[config.mk]
export PLATFORM = sky130hd
export DESIGN_NAME = reg_scoreboard_flat
export DESIGN_NICKNAME = d
export VERILOG_FILES = /design/src/rtl/reg_scoreboard_pkg.sv /design/src/rtl/reg_scoreboard_if.sv /design/src/rtl/reg_scoreboard_sb_counter.sv /design/src/rtl/reg_scoreboard.sv /design/src/flat_wrapper.sv
export SDC_FILE = /design/constraint.sdc
export NUM_CORES = 1
export LEC_CHECK = 0
export ABC_AREA = 1
export CAP_MARGIN = 30
export CORE_AREA = 10 10 174 176
export DETAILED_ROUTE_END_ITERATION = 8
export DIE_AREA = 0 0 184 186
export SLEW_MARGIN = 30
export SYNTH_ARGS = -nofsm -noshare
export SYNTH_HDL_FRONTEND = slang
export SYNTH_SLANG_ARGS = --single-unit
[constraint.sdc]
create_clock -name clk -period 2.51 [get_ports clk]
set_input_delay 0.6275 -clock clk [delete_from_list [all_inputs] [get_ports clk]]
set_output_delay 0.6275 -clock clk [all_outputs]
set_load 0.02 [all_outputs]
[src/rtl/reg_scoreboard_pkg.sv]
// reg_scoreboard_pkg: shared pipeline constants and register-index type
package reg_scoreboard_pkg;
    localparam int NREG     = 32;
    localparam int IDX_W    = 5;
    localparam int CNT_W    = 2;
    localparam int MAX_PEND = (1 << CNT_W) - 1;
    typedef logic [IDX_W-1:0] reg_idx_t;
endpackage

[src/rtl/reg_scoreboard_if.sv]
// reg_scoreboard_if: decode/writeback/flush bundle between pipeline and scoreboard
interface reg_scoreboard_if #(parameter int NREG = reg_scoreboard_pkg::NREG);
    import reg_scoreboard_pkg::*;
    logic            issue_valid;
    logic            issue_wen;
    reg_idx_t        issue_rd;
    reg_idx_t        rs1;
    reg_idx_t        rs2;
    logic            use_rs1;
    logic            use_rs2;
    logic            wb_valid;
    reg_idx_t        wb_rd;
    logic            flush;
    logic            stall;
    logic [NREG-1:0] busy_vec;
    logic            err;
    modport master (
        output issue_valid, issue_wen, issue_rd, rs1, rs2, use_rs1, use_rs2, wb_valid, wb_rd, flush,
        input  stall, busy_vec, err
    );
    modport slave (
        input  issue_valid, issue_wen, issue_rd, rs1, rs2, use_rs1, use_rs2, wb_valid, wb_rd, flush,
        output stall, busy_vec, err
    );
endinterface

[src/rtl/reg_scoreboard_sb_counter.sv]
// sb_counter: saturating pending-write counter with clear and underflow detect
module sb_counter #(
    parameter int CNT_W = reg_scoreboard_pkg::CNT_W
) (
    input  logic             clk,
    input  logic             rst,
    input  logic             inc,
    input  logic             dec,
    input  logic             clr,
    output logic [CNT_W-1:0] cnt,
    output logic             underflow
);
    import reg_scoreboard_pkg::*;
    assign underflow = dec & !clr & (cnt == '0);
    // clear wins; simultaneous inc and dec cancel; never wrap at either end
    always_ff @(posedge clk or posedge rst) begin
        if (rst)
            cnt <= '0;
        else if (clr)
            cnt <= '0;
        else if (inc && !dec && cnt != '1)
            cnt <= cnt + 1'b1;
        else if (dec && !inc && cnt != '0)
            cnt <= cnt - 1'b1;
    end
endmodule

[src/rtl/reg_scoreboard.sv]
// reg_scoreboard: per-register pending-write tracking with RAW/overflow stall
module reg_scoreboard #(
    parameter int NREG  = reg_scoreboard_pkg::NREG,
    parameter int CNT_W = reg_scoreboard_pkg::CNT_W
) (
    input logic             clk,
    input logic             rst,
    reg_scoreboard_if.slave sb
);
    import reg_scoreboard_pkg::*;
    localparam logic [CNT_W-1:0] PEND_MAX = '1;
    logic [CNT_W-1:0] pend [NREG];
    logic [NREG-1:0]  underflow;
    logic             stall;
    logic             acc_issue;
    logic             acc_wb;
    logic             err;
    assign pend[0]      = '0;
    assign underflow[0] = 1'b0;
    assign acc_issue    = sb.issue_valid & sb.issue_wen & (sb.issue_rd != '0) & !stall & !sb.flush;
    assign acc_wb       = sb.wb_valid & (sb.wb_rd != '0) & !sb.flush;
    for (genvar i = 1; i < NREG; i++) begin : g_cnt
        sb_counter #(.CNT_W(CNT_W)) u_cnt (
            .clk       (clk),
            .rst       (rst),
            .inc       (acc_issue && sb.issue_rd == reg_idx_t'(i)),
            .dec       (acc_wb && sb.wb_rd == reg_idx_t'(i)),
            .clr       (sb.flush),
            .cnt       (pend[i]),
            .underflow (underflow[i])
        );
    end
    // hold decode on a busy source or when the destination counter is full
    always_comb begin
        stall = sb.issue_valid & ((sb.use_rs1 & (pend[sb.rs1] != '0)) |
                                  (sb.use_rs2 & (pend[sb.rs2] != '0)) |
                                  (sb.issue_wen & (sb.issue_rd != '0) & (pend[sb.issue_rd] == PEND_MAX)));
    end
    // busy flags come straight from counter state
    always_comb begin
        sb.busy_vec = '0;
        for (int k = 0; k < NREG; k++)
            sb.busy_vec[k] = (pend[k] != '0);
    end
    // sticky error on any writeback to a register with nothing pending
    always_ff @(posedge clk or posedge rst) begin
        if (rst)
            err <= 1'b0;
        else if (|underflow)
            err <= 1'b1;
    end
    assign sb.stall = stall;
    assign sb.err   = err;
endmodule

[src/flat_wrapper.sv]
// flat-port wrapper written by rule: the top's interface ports become plain ports
module reg_scoreboard_flat import reg_scoreboard_pkg::*;
#(
    parameter int NREG  = reg_scoreboard_pkg::NREG,
    parameter int CNT_W = reg_scoreboard_pkg::CNT_W
)
  (clk, rst, sb_issue_valid, sb_issue_wen, sb_issue_rd, sb_rs1, sb_rs2, sb_use_rs1, sb_use_rs2, sb_wb_valid, sb_wb_rd, sb_flush, sb_stall, sb_busy_vec, sb_err);
  reg_scoreboard_if #(.NREG(NREG)) sb_i ();
  input logic clk;
  input logic rst;
  input wire logic [$bits(sb_i.issue_valid)-1:0] sb_issue_valid;
  input wire logic [$bits(sb_i.issue_wen)-1:0] sb_issue_wen;
  input wire logic [$bits(sb_i.issue_rd)-1:0] sb_issue_rd;
  input wire logic [$bits(sb_i.rs1)-1:0] sb_rs1;
  input wire logic [$bits(sb_i.rs2)-1:0] sb_rs2;
  input wire logic [$bits(sb_i.use_rs1)-1:0] sb_use_rs1;
  input wire logic [$bits(sb_i.use_rs2)-1:0] sb_use_rs2;
  input wire logic [$bits(sb_i.wb_valid)-1:0] sb_wb_valid;
  input wire logic [$bits(sb_i.wb_rd)-1:0] sb_wb_rd;
  input wire logic [$bits(sb_i.flush)-1:0] sb_flush;
  output wire logic [$bits(sb_i.stall)-1:0] sb_stall;
  output wire logic [$bits(sb_i.busy_vec)-1:0] sb_busy_vec;
  output wire logic [$bits(sb_i.err)-1:0] sb_err;
  assign sb_i.issue_valid = sb_issue_valid;
  assign sb_i.issue_wen = sb_issue_wen;
  assign sb_i.issue_rd = sb_issue_rd;
  assign sb_i.rs1 = sb_rs1;
  assign sb_i.rs2 = sb_rs2;
  assign sb_i.use_rs1 = sb_use_rs1;
  assign sb_i.use_rs2 = sb_use_rs2;
  assign sb_i.wb_valid = sb_wb_valid;
  assign sb_i.wb_rd = sb_wb_rd;
  assign sb_i.flush = sb_flush;
  assign sb_stall = sb_i.stall;
  assign sb_busy_vec = sb_i.busy_vec;
  assign sb_err = sb_i.err;
  reg_scoreboard #(.NREG(NREG), .CNT_W(CNT_W)) u_core (.clk(clk), .rst(rst), .sb(sb_i));
endmodule
==> impl_metrics.json, run 1 <==
{
  "status": "complete, but fails checks",
  "violations": "negative setup slack",
  "cpMaxStageDelayCell": "buf_12",
  "wl_met2_um": 15000,
  "postSynthAreaPerCell_sq_um": 5.69,
  "die_w_um": 184,
  "post_dp_cell_area_sq_mm": 0.00958,
  "p_leak_nw": 5.16,
  "cp.arrival_ns": 2.04,
  "root_buffer": "clkbuf_16",
  "synth-simple-area-share": 0.547,
  "tightest_slew_ns": 0.746,
  "final.setup.tns_ns": -1.80,
  "worstPathMaxFanout": 6,
  "synth_compound_area_frac": 0.0558,
  "areaGrowthSynthToFinish_pct": 55.3,
  "max_freq_mhz": 374,
  "crit_path_end_kind": "primary output",
  "ys_warn_count": 0,
  "synth_mux_area_frac": 0,
  "synth.most_common_cell": "nand2_1",
  "met1_length_um": 14100,
  "synthCells": 1153,
  "path_common_cell": "nand2_1",
  "netlist_top_cells_count": "361 x nand2_1, 169 x nand3_1, 161 x nor2_1",
  "holdPathEnd": "u_core.g_cnt[19].u_cnt.cnt[0]",
  "p_per_area_mw_per_mm2": 439,
  "antenna_found_initial": 0,
  "rr_worst_depth": 15,
  "clk_path_buf_depth": 2,
  "dpl.hpwl_um": 26400,
  "antenna_cells": 0,
  "clk_pin_slew_ns": 0.06,
  "route.detailed.drc": 0,
  "path_cells": "buf_8, buf_12, buf_6, nand2_2, nand2_1, nand2_1, nand2_1, nand2_1, nand2_1, nor2_1, nor2_1, nor2_1, nor2_2, nor2_4, nor2_4, buf_6",
  "core_area_sq_mm": 0.0267,
  "insertion_delay_ns": 0.35,
  "slew_headroom": 0.503,
  "holdBufCountCts": 0,
  "final_nets": 1502,
  "synth_edf_count": 0,
  "synth_top_cell_by_area": "dfrtp_1",
  "die_area_sq_mm": 0.0342,
  "fin_crit_sh": 1.06,
  "syn_area_sq_mm": 0.00657,
  "synthArstFlopShare": 1.00,
  "ys_seq_area_frac": 0.240,
  "max_cap_viol_count": 0,
  "synth-xor-area-share": 0.0320,
  "critPathKind": "in2out",
  "via_per_inst": 4.96,
  "rsz0062_at_grt": "true",
  "hold_viol": 0,
  "grt_pass1_vias": 8467,
  "synthFlopType": "dfrtp_1",
  "io_pins": 62,
  "yosys_register_bits": 63,
  "post_drt_wl_per_cell_um": 18.0,
  "yosys-top-cells-area": "dfrtp_1 24%, nand2_1 21%, nand3_1 13%",
  "grt_first_pass_wirelength_um": 49700,
  "cts_made_buffers": 9,
  "whs_ns": 0.526,
  "cts_tree": "built",
  "grt_overflow_total": 0,
  "grt_start_max_net_pins": 69,
  "drtPass1Iterations": 6,
  "rr_startpoint": "u_core.g_cnt[18].u_cnt.cnt[0]",
  "port_buffers": 60,
  "synth_top_family_by_area": "simple AND/OR/NAND/NOR gates",
  "worst_slack_ns": -0.161,
  "cts_sinks": 63,
  "cp-start-kind": "primary input",
  "grt.total_usage": 0.191,
  "h-tree-depth": 3,
  "finalMaxSlewViolations": 0,
  "min_from": "u_core.g_cnt[19].u_cnt.cnt[0]",
  "ant_nets": 0,
  "setup-violations-final": 37,
  "wl_met3_um": 2760,
  "period_minus_slack_ns": 2.67,
  "synthDistinctLibCells": 35,
  "max_stage_delay_ns": 0.15,
  "fin_worst_skew_ns": 0.0119,
  "synth_adder_area_share": 0,
  "start_util": 0.246,
  "ir_drop_v": 0.000358,
  "place_congestion": 1.04,
  "r2r-end": "u_core.g_cnt[2].u_cnt.cnt[0]",
  "worstPathRequired_ns": 1.88,
  "drive_gt1_frac": 0.262,
  "fp-row-count": 60,
  "vias": 9012,
  "routed_wl_um": 32700,
  "dr.first_iter.drc_count": 852,
  "fp.dieH_um": 186,
  "final_area_sq_mm": 0.0102,
  "synth_top_area_share": 0.240,
  "top_layer": "met4",
  "synth_fp_nets": 1181,
  "hold_class": "reg2reg",
  "whs_path_depth": 3,
  "reg2reg_setup_slack_ns": 0
}
what timing repair did:
item	in CTS	in global routing
cloned	1	2
hold endpoints to repair	0	0
setup buffers	3	1
gates resized for setup	78	43
setup endpoints to repair	65	69
pin swaps	20	12
cell usage in the layout (no fill, tap or decap), types with 24 or more instances in the layout:
master | Yosys | layout
nand4_1 | 79 | 79
nor2_1 | 161 | 146
dfrtp_1 | 63 | 63
a21oi_1 | 26 | 25
inv_1 | 148 | 136
clkdlybuf4s50_1 | 0 | 43
nand3_1 | 169 | 164
xor2_1 | 24 | 24
buf_4 | 5 | 263
nand2_1 | 361 | 346
cells by family (layout without fill, tap and decap cells):
| family | count (synthesis) | in the layout |
|---|---|---|
| AND/OR/NAND/NOR | 806 | 806 |
| buffers and inverters | 191 | 515 |
| AO/OA/AOI/OAI | 68 | 68 |
| flip-flops | 63 | 63 |
| XOR/XNOR | 24 | 24 |
| other | 1 | 1 |
power by group:
part           switching [mW]  internal (mW)
clock network           0.522          0.914
logic                    1.06          0.810
registers              0.0649           1.11
layout make-up:
cell class	instances	area, sq um
fillers	2874	16500
well taps	341	427
clock inverters	3	67.6
multi-input cells	899	4330
inverters	155	618
clock buffers	11	253
repair buffers	345	2910
flip-flops and latches	63	1580
repair inverters	1	11.3
worst max-delay path, delay by kind of cell:
family	cells	cell delay [ns]
AND/OR/NAND/NOR	12	0.90
buffers and inverters	4	0.52
stage by stage:
stage	util	power [mW]	worst slack (ns)	std cells
6_report	0.381	4.47	-0.161	1818
5_1_grt	0.381	4.68	-0.249	1818
4_1_cts	0.375	4.45	-0.171	1815
3_5_place_dp	0.359	2.97	-1.25	1797
3_3_place_gp	0.359	2.97	-1.23	1797
2_1_floorplan	-	1.95	-0.0445	1153
routing by layer:
metal | vias up | GRT usage
met5 | - | 0
li1 | 4384 | -
met1 | 4183 | 0.252
met4 | 0 | 0.0567
met2 | 399 | 0.309
met3 | 46 | 0.0324
state kept, by name, summed over array words and instances (netlist names):
name and count:
u_core.g_cnt.u_cnt.cnt 62, u_core.sb.err 1
worst max-delay path by stage:
stage,from,endpoint,cells past startpoint
2_1_floorplan,sb_issue_rd[0],sb_stall,18
3_3_place_gp,sb_rs1[1],sb_stall,14
3_5_place_dp,sb_rs1[1],sb_stall,14
4_1_cts,sb_issue_rd[0],sb_stall,16
5_1_grt,sb_issue_rd[0],sb_stall,16
6_report,sb_issue_rd[0],sb_stall,16
Power figures use the tool's default switching activity.
==> inputs of run 2 (changes only) <==
CORE_AREA = 10 10 126 128   (was 10 10 174 176)
DIE_AREA = 0 0 136 138   (was 0 0 184 186)
PLACE_DENSITY = 0.73   (was default)
==> run 2 against run 1 <==
Net effect:
- the flow still finishes with violations (negative setup slack)
- sequential share of layout area fell by 0.26 points
- worst hold slack improved by 0.10 ns
- via count grew 5.2%
- sequential cell count unchanged
- core utilization grew 39 points
- combinational power hardly changed
- critical endpoint unchanged
==> impl_metrics.json, run 2 (synthesis results as in run 1) <==
{
  "status": "complete, but fails checks",
  "violations": "negative setup slack",
  "grt_first_pass_wirelength_um": 48000,
  "p_seq_frac": 0.265,
  "routed_wl_um": 31100,
  "grt_overflow_total": 0,
  "finalMaxSlewViolations": 0,
  "core_area_sq_mm": 0.0135,
  "cts_made_buffers": 9,
  "root_buffer": "clkbuf_16",
  "dpl.hpwl_um": 23100,
  "ir_drop_v": 0.000348,
  "cts_tree": "built",
  "comb_power_share": 0.414,
  "drtPass1Iterations": 6,
  "worstPathRequired_ns": 1.88,
  "p_clk_frac": 0.321,
  "areaGrowthSynthToFinish_pct": 57.9,
  "power.total_mw": 4.47,
  "fp-row-count": 43,
  "netSwitchingFraction": 0.362,
  "crit_path_end_kind": "primary output",
  "final_util": 0.768,
  "final.setup.tns_ns": -1.69,
  "grt.total_usage": 0.325,
  "p_leak_nw": 5.33,
  "via_per_inst": 5.67,
  "antenna_cells": 0,
  "post_drt_wl_per_cell_um": 18.6,
  "r2r-end": "u_core.g_cnt[1].u_cnt.cnt[0]",
  "largest_register_ffs": 62,
  "die_w_um": 136,
  "reg2reg_setup_slack_ns": -0.10,
  "rr_worst_depth": 15,
  "p_per_area_mw_per_mm2": 431,
  "p_switching_mw": 1.62,
  "grt_start_max_net_pins": 94,
  "clk_pin_slew_ns": 0.05,
  "io_pins": 62,
  "holdPathEnd": "u_core.g_cnt[14].u_cnt.cnt[0]",
  "regMostFlops": "u_core.g_cnt.u_cnt.cnt",
  "intPower_mw": 2.85,
  "start_util": 0.486,
  "ant_nets": 0,
  "place_ws_ns": -1.11,
  "mostFrequentLayoutCells": "339 x nand2_1, 274 x buf_4, 157 x nand3_1",
  "reg.largest.list": "u_core.g_cnt.u_cnt.cnt: 62 flops, u_core.sb.err: 1 flops",
  "cp-start-kind": "register",
  "min_from": "u_core.g_cnt[14].u_cnt.cnt[0]",
  "cp.arrival_ns": 2.07,
  "multi_input_area_sq_mm": 0.00449,
  "critPathKind": "reg2out",
  "die_area_sq_mm": 0.0188,
  "whs_path_depth": 2,
  "insertion_delay_ns": 0.35,
  "final_common_cell": "nand2_1",
  "rsz0062_at_grt": "true",
  "clk_path_buf_depth": 2,
  "fin_crit_sh": 1.08,
  "rr_startpoint": "u_core.g_cnt[21].u_cnt.cnt[0]",
  "grt_pass1_vias": 8962,
  "period_minus_slack_ns": 2.70,
  "setup-violations-final": 36,
  "cts_sinks": 63,
  "fin_worst_skew_ns": 0.00533,
  "worstPathMaxFanout": 3,
  "route.detailed.drc": 0,
  "worst_slack_ns": -0.191,
  "final_nets": 1514,
  "antenna_found_initial": 0,
  "fillers": 1091,
  "max_cap_viol_count": 0,
  "fp.dieH_um": 138,
  "h-tree-depth": 3,
  "max_freq_mhz": 370,
  "port_buffers": 60,
  "hold_class": "reg2reg",
  "dr.first_iter.drc_count": 1153,
  "drive_gt1_frac": 0.281,
  "vias": 9478,
  "place_congestion": 1.02,
  "regArea_sq_mm": 0.00158,
  "hold_viol": 0
}
## run 2: changes by cell type in the layout (fill, tap and decap cells not counted), sizes merged
cell,delta
inv,-1
clkbuf,+1
dlygate4sd2,-1
dlymetal6s2s,+2
clkinv,+2
clkdlybuf4s15,+2
clkinvlp,-1
buf,+10
## run 2: layer usage
| metal | vias up | global-route usage | share of wire |
|---|---|---|---|
| met1 | 4308 | 0.404 | 0.38 |
| met5 | - | 0 | 0 |
| met2 | 601 | 0.507 | 0.44 |
| met4 | 0 | 0.162 | 0.062 |
| met3 | 157 | 0.0830 | 0.11 |
| li1 | 4412 | - | - |
## run 2: worst max-delay path, stage by stage, from the launching register on
cell	delay, ns
dfrtp_1	0.38
nor2_2	0.26
inv_1	0.13
a21oi_1	0.16
nand3_1	0.10
nand3_1	0.09
nand3_1	0.08
nand3_2	0.11
nand2_2	0.08
nor2_4	0.16
nor2_4	0.04
buf_6	0.12
## run 2: worst max path at each step
| stage | startpoint | to | cells after the start |
|---|---|---|---|
| 6_report | u_core.g_cnt[21].u_cnt.cnt[0] | sb_stall | 11 |
| 5_1_grt | sb_issue_rd[0] | sb_stall | 18 |
| 4_1_cts | sb_issue_rd[0] | sb_stall | 16 |
| 3_5_place_dp | sb_issue_rd[0] | sb_stall | 17 |
| 3_3_place_gp | sb_issue_rd[1] | sb_stall | 16 |
| 2_1_floorplan | sb_issue_rd[0] | sb_stall | 18 |
## run 2: repair_timing
item,CTS,global route
setup buffers,5,0
setup endpoints to repair,64,68
gates resized for setup,95,50
gates cloned,6,0
hold buffers,0,0
pin swaps,30,18
## run 2: power by group through the flow
stage,sequential [mW],clock [mW],combinational (mW)
5_1_grt,1.19,1.48,1.97
2_1_floorplan,1.20,0,0.748
3_3_place_gp,1.19,0,1.70
4_1_cts,1.18,1.43,1.79
6_report,1.18,1.43,1.85
3_5_place_dp,1.19,0,1.72
## run 2: layout make-up
class | instances | area share
multi-input combinational | 899 | 0.433
clock inverter | 3 | 0.00628
clock buffer | 13 | 0.0251
sequential | 63 | 0.152
timing repair buffer | 357 | 0.301
timing repair inverter | 1 | 0.00157
inverter | 155 | 0.0589
tap | 180 | 0.0217
## run 2: stage by stage
| step | hold WS (ns) | area, sq um | std cells |
|---|---|---|---|
| after floorplan | 0.534 | 6600 | 1153 |
| after global routing | 0.656 | 10400 | 1671 |
| final | 0.627 | 10400 | 1671 |
| after detailed placement | 0.594 | 9460 | 1645 |
| after global placement | 0.597 | 9460 | 1645 |
| after CTS | 0.609 | 10200 | 1671 |
